<file path="src/rtl/jstk2_spi_responder_pkg.sv">
// Shared constants, responder state type and JSTK2 packet byte builder.
package jstk2_pkg;

  localparam logic [7:0] JSTK2_CMD_SETLED = 8'h84;
  localparam logic [7:0] JSTK2_CMD_GETPOS = 8'hC0;

  localparam int POS_XL  = 0;
  localparam int POS_XH  = 1;
  localparam int POS_YL  = 2;
  localparam int POS_YH  = 3;
  localparam int POS_BTN = 4;

  typedef enum logic [1:0] {
    IDLE  = 2'd0,
    LOAD  = 2'd1,
    SHIFT = 2'd2
  } resp_state_e;

  // Any index past the button byte reads as zero padding.
  function automatic logic [7:0] pkt_byte(input logic [9:0] x, input logic [9:0] y,
                                          input logic [1:0] btn, input logic [2:0] idx);
    case (int'(idx))
      POS_XL:  return x[7:0];
      POS_XH:  return {6'b0, x[9:8]};
      POS_YL:  return y[7:0];
      POS_YH:  return {6'b0, y[9:8]};
      POS_BTN: return {6'b0, btn};
      default: return 8'h00;
    endcase
  endfunction

endpackage

</file>
<file path="src/rtl/jstk2_spi_responder_if.sv">
// SPI mode-0 link between a joystick initiator and the JSTK2 responder.
// Initiator owns CS_n/SCK/MOSI, responder owns MISO; SCK idles low, data sampled on rising edges.
interface jstk2_spi_responder_if;
  logic CS_n;
  logic SCK;
  logic MOSI;
  logic MISO;

  modport master (output CS_n, output SCK, output MOSI, input MISO);
  modport slave  (input CS_n, input SCK, input MOSI, output MISO);
endinterface

</file>
<file path="src/rtl/jstk2_spi_responder_sync.sv">
// Generic N-stage synchroniser followed by a one-flop rise/fall edge detector.
module spi_in_sync #(
  parameter int   STAGES = 2,
  parameter logic INIT   = 1'b0
) (
  input  logic i_clk,
  input  logic i_rst,
  input  logic i_d,
  output logic o_rise,
  output logic o_fall
);
  logic [STAGES-1:0] r_sync;
  logic              r_prev;

  always_ff @(posedge i_clk or posedge i_rst) begin
    if (i_rst) begin
      r_sync <= {STAGES{INIT}};
      r_prev <= INIT;
    end else begin
      r_sync <= {r_sync[STAGES-2:0], i_d};
      r_prev <= r_sync[STAGES-1];
    end
  end

  assign o_rise = r_sync[STAGES-1] & ~r_prev;
  assign o_fall = ~r_sync[STAGES-1] & r_prev;
endmodule

</file>
<file path="src/rtl/jstk2_spi_responder.sv">
// PMOD JSTK2 emulating SPI responder: serves X/Y/button packets per CS_n frame.
// Optional LED command decode is compiled in with JSTK2_LED_CMD_EN.
module jstk2_spi_responder
  import jstk2_pkg::*;
#(
  parameter int SYNC_STAGES = 2,
  parameter int FRAME_BYTES = 5
) (
  input  logic                  CLK,
  input  logic                  RST,
  jstk2_spi_responder_if.slave  spi,
  input  logic [9:0]            x_in,
  input  logic [9:0]            y_in,
  input  logic [1:0]            btn_in,
  output logic [7:0]            rx_byte,
  output logic                  rx_valid,
  output logic                  frame_done,
  output logic [23:0]           led_rgb,
  output resp_state_e           dbg_state
);
  resp_state_e r_state, w_state_nxt;
  logic w_sck_rise, w_sck_fall, w_cs_rise, w_cs_fall;
  logic [SYNC_STAGES-1:0] r_mosi_sync;
  logic [9:0] r_x, r_y;
  logic [1:0] r_btn;
  logic [7:0] r_tx, r_rx_byte;
  logic [6:0] r_rx_sh;
  logic [2:0] r_bit_cnt, r_byte_cnt;
  logic r_rx_valid, r_frame_done;
  logic [7:0] w_rx_full;
  logic w_byte_done, w_frame_end, w_shift_ok;

  spi_in_sync #(.STAGES(SYNC_STAGES), .INIT(1'b0)) u_sck_sync (
    .i_clk(CLK), .i_rst(RST), .i_d(spi.SCK), .o_rise(w_sck_rise), .o_fall(w_sck_fall));
  spi_in_sync #(.STAGES(SYNC_STAGES), .INIT(1'b1)) u_cs_sync (
    .i_clk(CLK), .i_rst(RST), .i_d(spi.CS_n), .o_rise(w_cs_rise), .o_fall(w_cs_fall));

  // MOSI has the same depth as SCK so it lines up with the detected rising edge.
  always_ff @(posedge CLK or posedge RST) begin
    if (RST) r_mosi_sync <= '0;
    else     r_mosi_sync <= {r_mosi_sync[SYNC_STAGES-2:0], spi.MOSI};
  end

  always_ff @(posedge CLK or posedge RST) begin
    if (RST) r_state <= IDLE;
    else     r_state <= w_state_nxt;
  end

  always_comb begin
    w_state_nxt = r_state;
    case (r_state)
      IDLE:    if (w_cs_fall) w_state_nxt = LOAD;
      LOAD:    w_state_nxt = SHIFT;
      SHIFT:   if (w_cs_rise) w_state_nxt = IDLE;
      default: w_state_nxt = IDLE;
    endcase
  end

  // SCK edges coincident with CS_n release are dropped.
  assign w_shift_ok  = (r_state == SHIFT) && !w_cs_rise;
  assign w_rx_full   = {r_rx_sh, r_mosi_sync[SYNC_STAGES-1]};
  assign w_byte_done = w_shift_ok && w_sck_rise && (r_bit_cnt == 3'd7);
  assign w_frame_end = (r_state == SHIFT) && w_cs_rise && (int'(r_byte_cnt) >= FRAME_BYTES);

  always_ff @(posedge CLK or posedge RST) begin
    if (RST) begin
      r_x <= '0; r_y <= '0; r_btn <= '0;
      r_tx <= '0; r_rx_sh <= '0; r_rx_byte <= '0;
      r_bit_cnt <= '0; r_byte_cnt <= '0;
      r_rx_valid <= 1'b0; r_frame_done <= 1'b0;
    end else begin
      r_rx_valid   <= w_byte_done;
      r_frame_done <= w_frame_end;
      if (r_state == LOAD) begin
        r_x        <= x_in;
        r_y        <= y_in;
        r_btn      <= btn_in;
        r_tx       <= pkt_byte(x_in, y_in, btn_in, 3'(POS_XL));
        r_bit_cnt  <= '0;
        r_byte_cnt <= '0;
      end else if (w_shift_ok && w_sck_rise) begin
        r_rx_sh   <= w_rx_full[6:0];
        r_bit_cnt <= r_bit_cnt + 3'd1;
        if (r_bit_cnt == 3'd7) begin
          r_rx_byte <= w_rx_full;
          if (r_byte_cnt != 3'd7) r_byte_cnt <= r_byte_cnt + 3'd1;
        end
      end else if (w_shift_ok && w_sck_fall) begin
        if (r_bit_cnt != 3'd0)
          r_tx <= {r_tx[6:0], 1'b0};
        else if (int'(r_byte_cnt) < FRAME_BYTES)
          r_tx <= pkt_byte(r_x, r_y, r_btn, r_byte_cnt);
        else
          r_tx <= 8'h00;
      end
    end
  end

`ifdef JSTK2_LED_CMD_EN
  logic [7:0]  r_cmd;
  logic [23:0] r_led_pend, r_led;

  // Colour bytes are staged and only committed once the frame completes.
  always_ff @(posedge CLK or posedge RST) begin
    if (RST) begin
      r_cmd <= '0; r_led_pend <= '0; r_led <= '0;
    end else begin
      if (w_byte_done) begin
        case (r_byte_cnt)
          3'd0:    r_cmd             <= w_rx_full;
          3'd1:    r_led_pend[23:16] <= w_rx_full;
          3'd2:    r_led_pend[15:8]  <= w_rx_full;
          3'd3:    r_led_pend[7:0]   <= w_rx_full;
          default: ;
        endcase
      end
      if (w_frame_end && (r_cmd == JSTK2_CMD_SETLED)) r_led <= r_led_pend;
    end
  end
  assign led_rgb = r_led;
`else
  assign led_rgb = 24'h0;
`endif

  assign spi.MISO   = (r_state == SHIFT) ? r_tx[7] : 1'b0;
  assign rx_byte    = r_rx_byte;
  assign rx_valid   = r_rx_valid;
  assign frame_done = r_frame_done;
  assign dbg_state  = r_state;
endmodule

</file>
<file path="src/flat_wrapper.sv">
// flat-port wrapper written by rule: the top's interface ports become plain ports
module jstk2_spi_responder_flat import jstk2_pkg::*;
#(
  parameter int SYNC_STAGES = 2,
  parameter int FRAME_BYTES = 5
)
  (CLK, RST, x_in, y_in, btn_in, rx_byte, rx_valid, frame_done, led_rgb, dbg_state, spi_CS_n, spi_SCK, spi_MOSI, spi_MISO);
  jstk2_spi_responder_if spi_i ();
  input  logic CLK;
  input  logic RST;
  input  logic [9:0] x_in;
  input  logic [9:0] y_in;
  input  logic [1:0] btn_in;
  output logic [7:0] rx_byte;
  output logic rx_valid;
  output logic frame_done;
  output logic [23:0] led_rgb;
  output resp_state_e dbg_state;
  input wire logic [$bits(spi_i.CS_n)-1:0] spi_CS_n;
  input wire logic [$bits(spi_i.SCK)-1:0] spi_SCK;
  input wire logic [$bits(spi_i.MOSI)-1:0] spi_MOSI;
  output wire logic [$bits(spi_i.MISO)-1:0] spi_MISO;
  assign spi_i.CS_n = spi_CS_n;
  assign spi_i.SCK = spi_SCK;
  assign spi_i.MOSI = spi_MOSI;
  assign spi_MISO = spi_i.MISO;
  jstk2_spi_responder #(.SYNC_STAGES(SYNC_STAGES), .FRAME_BYTES(FRAME_BYTES)) u_core (.CLK(CLK), .RST(RST), .spi(spi_i), .x_in(x_in), .y_in(y_in), .btn_in(btn_in), .rx_byte(rx_byte), .rx_valid(rx_valid), .frame_done(frame_done), .led_rgb(led_rgb), .dbg_state(dbg_state));
endmodule
</file>
<file path="config.mk">
export PLATFORM = sky130hd
export DESIGN_NAME = jstk2_spi_responder_flat
export DESIGN_NICKNAME = d
export VERILOG_FILES = /design/src/rtl/jstk2_spi_responder_pkg.sv /design/src/rtl/jstk2_spi_responder_if.sv /design/src/rtl/jstk2_spi_responder_sync.sv /design/src/rtl/jstk2_spi_responder.sv /design/src/flat_wrapper.sv
export SDC_FILE = /design/constraint.sdc
export NUM_CORES = 1
export LEC_CHECK = 0
export CAP_MARGIN = 0
export CORE_MARGIN = 2
export CORE_UTILIZATION = 46
export DETAILED_ROUTE_END_ITERATION = 8
export PLACE_DENSITY = 0.74
export SLEW_MARGIN = 20
export SYNTH_ARGS = -nofsm -noshare
export SYNTH_HDL_FRONTEND = slang
export SYNTH_SLANG_ARGS = --single-unit
</file>
<file path="constraint.sdc">
create_clock -name CLK -period 6.5 [get_ports CLK]
set_input_delay 1.625 -clock CLK [delete_from_list [all_inputs] [get_ports CLK]]
set_output_delay 1.625 -clock CLK [all_outputs]
set_load 0.01 [all_outputs]
</file>
==> results.cfg <==
[status]
status = complete, no violations

[detailed_routing]
highest_layer = met4
avgViaCountPerCell = 4.956
wl_per_cell_um = 13.04
met1_length_um = 2343
drt_pass1_iterations = 6
first_iter_violations = 91
drcViolationCount = 0
wl_met2_um = 2640
met3_length_um = 326
via_count = 2037
postRouteAntennaNets = 0
routed_wl_um = 5360

[floorplanning]
rows = 29
dieArea_um2 = 7070
die_h_um = 84.09
core_area_um2 = 6277
die_w_um = 84.09
start_util_pct = 47.00
ios = 64

[cells_and_area]
area_delta_synth_final_pct = 18.79
drive_above_1_share_pct = 11.68
final_util_pct = 55.83
diodes = 0
final_nets = 365
final_cell_area_um2 = 3505

[sta]
period_needed_ps = 3357
relSlewSlack_pct = 47.75
rsz0062_at_grt = no
slew_viol_final = 0
max_freq_ghz = 0.2979
final.period_utilization_pct = 51.65
setup_violations = 0
worst-slew-pin-transition_ps = 783.7
finalClockSkew_ps = 2.152
hold_violations = 0
finalSetupTns_ps = 0

[placement]
portBuffers = 39
place_area_um2 = 3283
dp_hpwl_um = 3570
place_congestion = 0.7277

[yosys]
synth_seq_area_share_pct = 53.56
syn_area_um2 = 2950
synthFlopType = dfrtp_1
syn_avg_cell_area_um2 = 10.10
async_flop_share_pct = 100.0
synth_edf_count = 0
yosys_warnings = 0
synthDistinctLibCells = 41
synth-seq-cells = 63
synthCells = 292

[grt]
grt_first_pass_wirelength_um = 8990
grt_use_total_pct = 16.10
antenna_found_initial = 0
grt_overflow = 0
first_global_vias = 1925
grt_max_degree = 64

[cts]
cts_root_buf = clkbuf_8
post_cts_buffers = 0
clk_pin_slew_worst_paths_ps = 70
cts.sinks = 63
clock_latency_ps = 340
clk_path_buf_depth = 2
numCtsBuffers = 9
cts_resized = 0
holdBufCountCts = 0
htree_levels = 3
cts_tree = built

[worst_setup_path]
crit_type = reg -> out
cp_cell_sequence = nor2b_1 -> and2_1 -> clkdlybuf4s50_1
critPathBufInv = 1
slowest_stage = clkdlybuf4s50_1
path_delay_family = buffers and inverters
start_kind = register
cp.required_ps = 4880
worst-path-max-fanout = 7
cp.arrival_ps = 1730
cp_slowest_stage_delay_ps = 520
end_kind = output port

[worst_hold_path]
min_path_type = reg -> reg

[power_and_ir_drop]
irDropWorstVdd_v = 0.0002197
power.density_nw_per_um2 = 353.2
p_leak_nw = 1.719

[run]
drv_cap = 0
[layout by cell type, fill, tap and decap left out, types with 2 or more instances in the layout]
| master | Yosys | layout |
|---|---|---|
| o21ai_1 | 2 | 2 |
| nand2b_1 | 4 | 3 |
| a221o_1 | 2 | 2 |
| a22oi_1 | 6 | 6 |
| a222oi_1 | 2 | 2 |
| ha_1 | 9 | 9 |
| o21ai_0 | 7 | 7 |
| o31ai_1 | 2 | 2 |
| clkbuf_8 | 0 | 9 |
| nor2_1 | 6 | 6 |
| dfstp_2 | 3 | 3 |
| and2_1 | 2 | 2 |
| nand3_1 | 8 | 8 |
| nand2_1 | 95 | 95 |
| o211a_1 | 6 | 6 |
| inv_1 | 8 | 7 |
| dfrtp_1 | 60 | 60 |
| nor2b_1 | 2 | 2 |
| mux2_2 | 8 | 8 |
| buf_4 | 25 | 2 |
| conb_1 | 1 | 24 |
| o21ai_2 | 4 | 4 |
| clkinvlp_4 | 0 | 2 |
| bufinv_16 | 0 | 2 |
| clkinv_4 | 0 | 2 |
| a32oi_1 | 2 | 2 |
| nor4_1 | 2 | 2 |
| clkdlybuf4s50_1 | 0 | 39 |
[flip-flops by register name, summed over array words and instances, names as in the netlist]
register                  cells
u_core.r_rx_sh                7
u_core.r_tx                   8
u_core.r_byte_cnt             3
u_core.r_y                   10
u_core.rx_valid               1
u_core.r_bit_cnt              3
u_core.u_cs_sync.r_sync       2
u_core.frame_done             1
u_core.u_sck_sync.r_sync      2
u_core.dbg_state              2
u_core.r_x                   10
u_core.u_cs_sync.r_prev       1
u_core.u_sck_sync.r_prev      1
u_core.r_btn                  2
u_core.rx_byte                8
u_core.r_mosi_sync            2
[worst reg2reg max path, cell delays in order, from the launching register on]
cell	delay [ps]
dfrtp_1	440
nand4bb_1	290
nor2_1	600
nand2_1	420
mux2_2	380
[power breakdown]
| part | internal [W] | switching [W] |
|---|---|---|
| Sequential | 0.000503 | 0.0000712 |
| Clock | 0.000216 | 0.000155 |
| Combinational | 0.000133 | 0.000160 |
| Total | 0.000852 | 0.000386 |
[stage by stage]
step / total power [W] / worst slack, ps / cells / hold slack, ps
6_report: 0.001238 / 3143 / 411 / 351.2
5_1_grt: 0.001320 / 3014 / 411 / 355.1
4_1_cts: 0.001253 / 3114 / 411 / 353.8
3_5_place_dp: 0.0008742 / 3490 / 395 / 337.9
3_3_place_gp: 0.0008570 / 3513 / 395 / 336.4
2_1_floorplan: 0.0008095 / 3310 / 315 / 331.2
[layer usage]
layer,vias up,GRT usage (%)
li1,998,-
met1,964,20.54
met2,71,25.83
met3,4,5.935
met4,0,4.399
met5,-,0
[Yosys cell counts (3+ instances only)]
master / instances / area [µm²]
a22oi_1: 6 / 45.04
buf_4: 25 / 187.7
mux2_2: 8 / 90.09
nand2_1: 95 / 356.6
o211a_1: 6 / 60.06
dfrtp_1: 60 / 1501
o21ai_2: 4 / 35.03
buf_2: 4 / 20.02
nand2b_1: 4 / 25.02
nor2_1: 6 / 22.52
inv_1: 8 / 30.03
dfstp_2: 3 / 78.83
o21ai_0: 7 / 35.03
clkbuf_1: 4 / 15.01
nand3_1: 8 / 40.04
ha_1: 9 / 112.6
[final timing paths]
path | startpoint | endpoint | slack [ps] | cells past startpoint
worst max-delay path | u_core.dbg_state[1] | spi_MISO | 3140 | 3
worst min-delay path | u_core.u_sck_sync.r_sync[0] | u_core.u_sck_sync.r_sync[1] | 350 | 0
worst max register to register | u_core.dbg_state[0] | u_core.rx_byte[7] | 4240 | 4
worst min register to register | u_core.u_sck_sync.r_sync[0] | u_core.u_sck_sync.r_sync[1] | 350 | 0
max in group asynchronous | RST | u_core.r_x[7] | 4150 | 3
min in group asynchronous | RST | u_core.r_rx_sh[2] | 1810 | 3
[kinds of logic after synthesis]
family                   share of synthesized area [%]
adder cells (fa/ha/maj)                          3.817
buffers and inverters                            9.754
AND/OR/NAND/NOR                                  19.04
XOR/XNOR                                        0.2969
AO/OA/AOI/OAI                                    10.35
other                                           0.1271
flip-flops                                       53.56
multiplexers                                     3.054
[final cells by class]
cell class,instances,area (µm²)
fillers,573,2773
inverters,8,30.03
clock inverters,7,97.59
clock buffers,9,123.9
well taps,77,96.34
repair buffers,41,405.4
flip-flops and latches,63,1580
multi-input cells,206,1171
No activity file was read; power rests on OpenSTA's default activity.
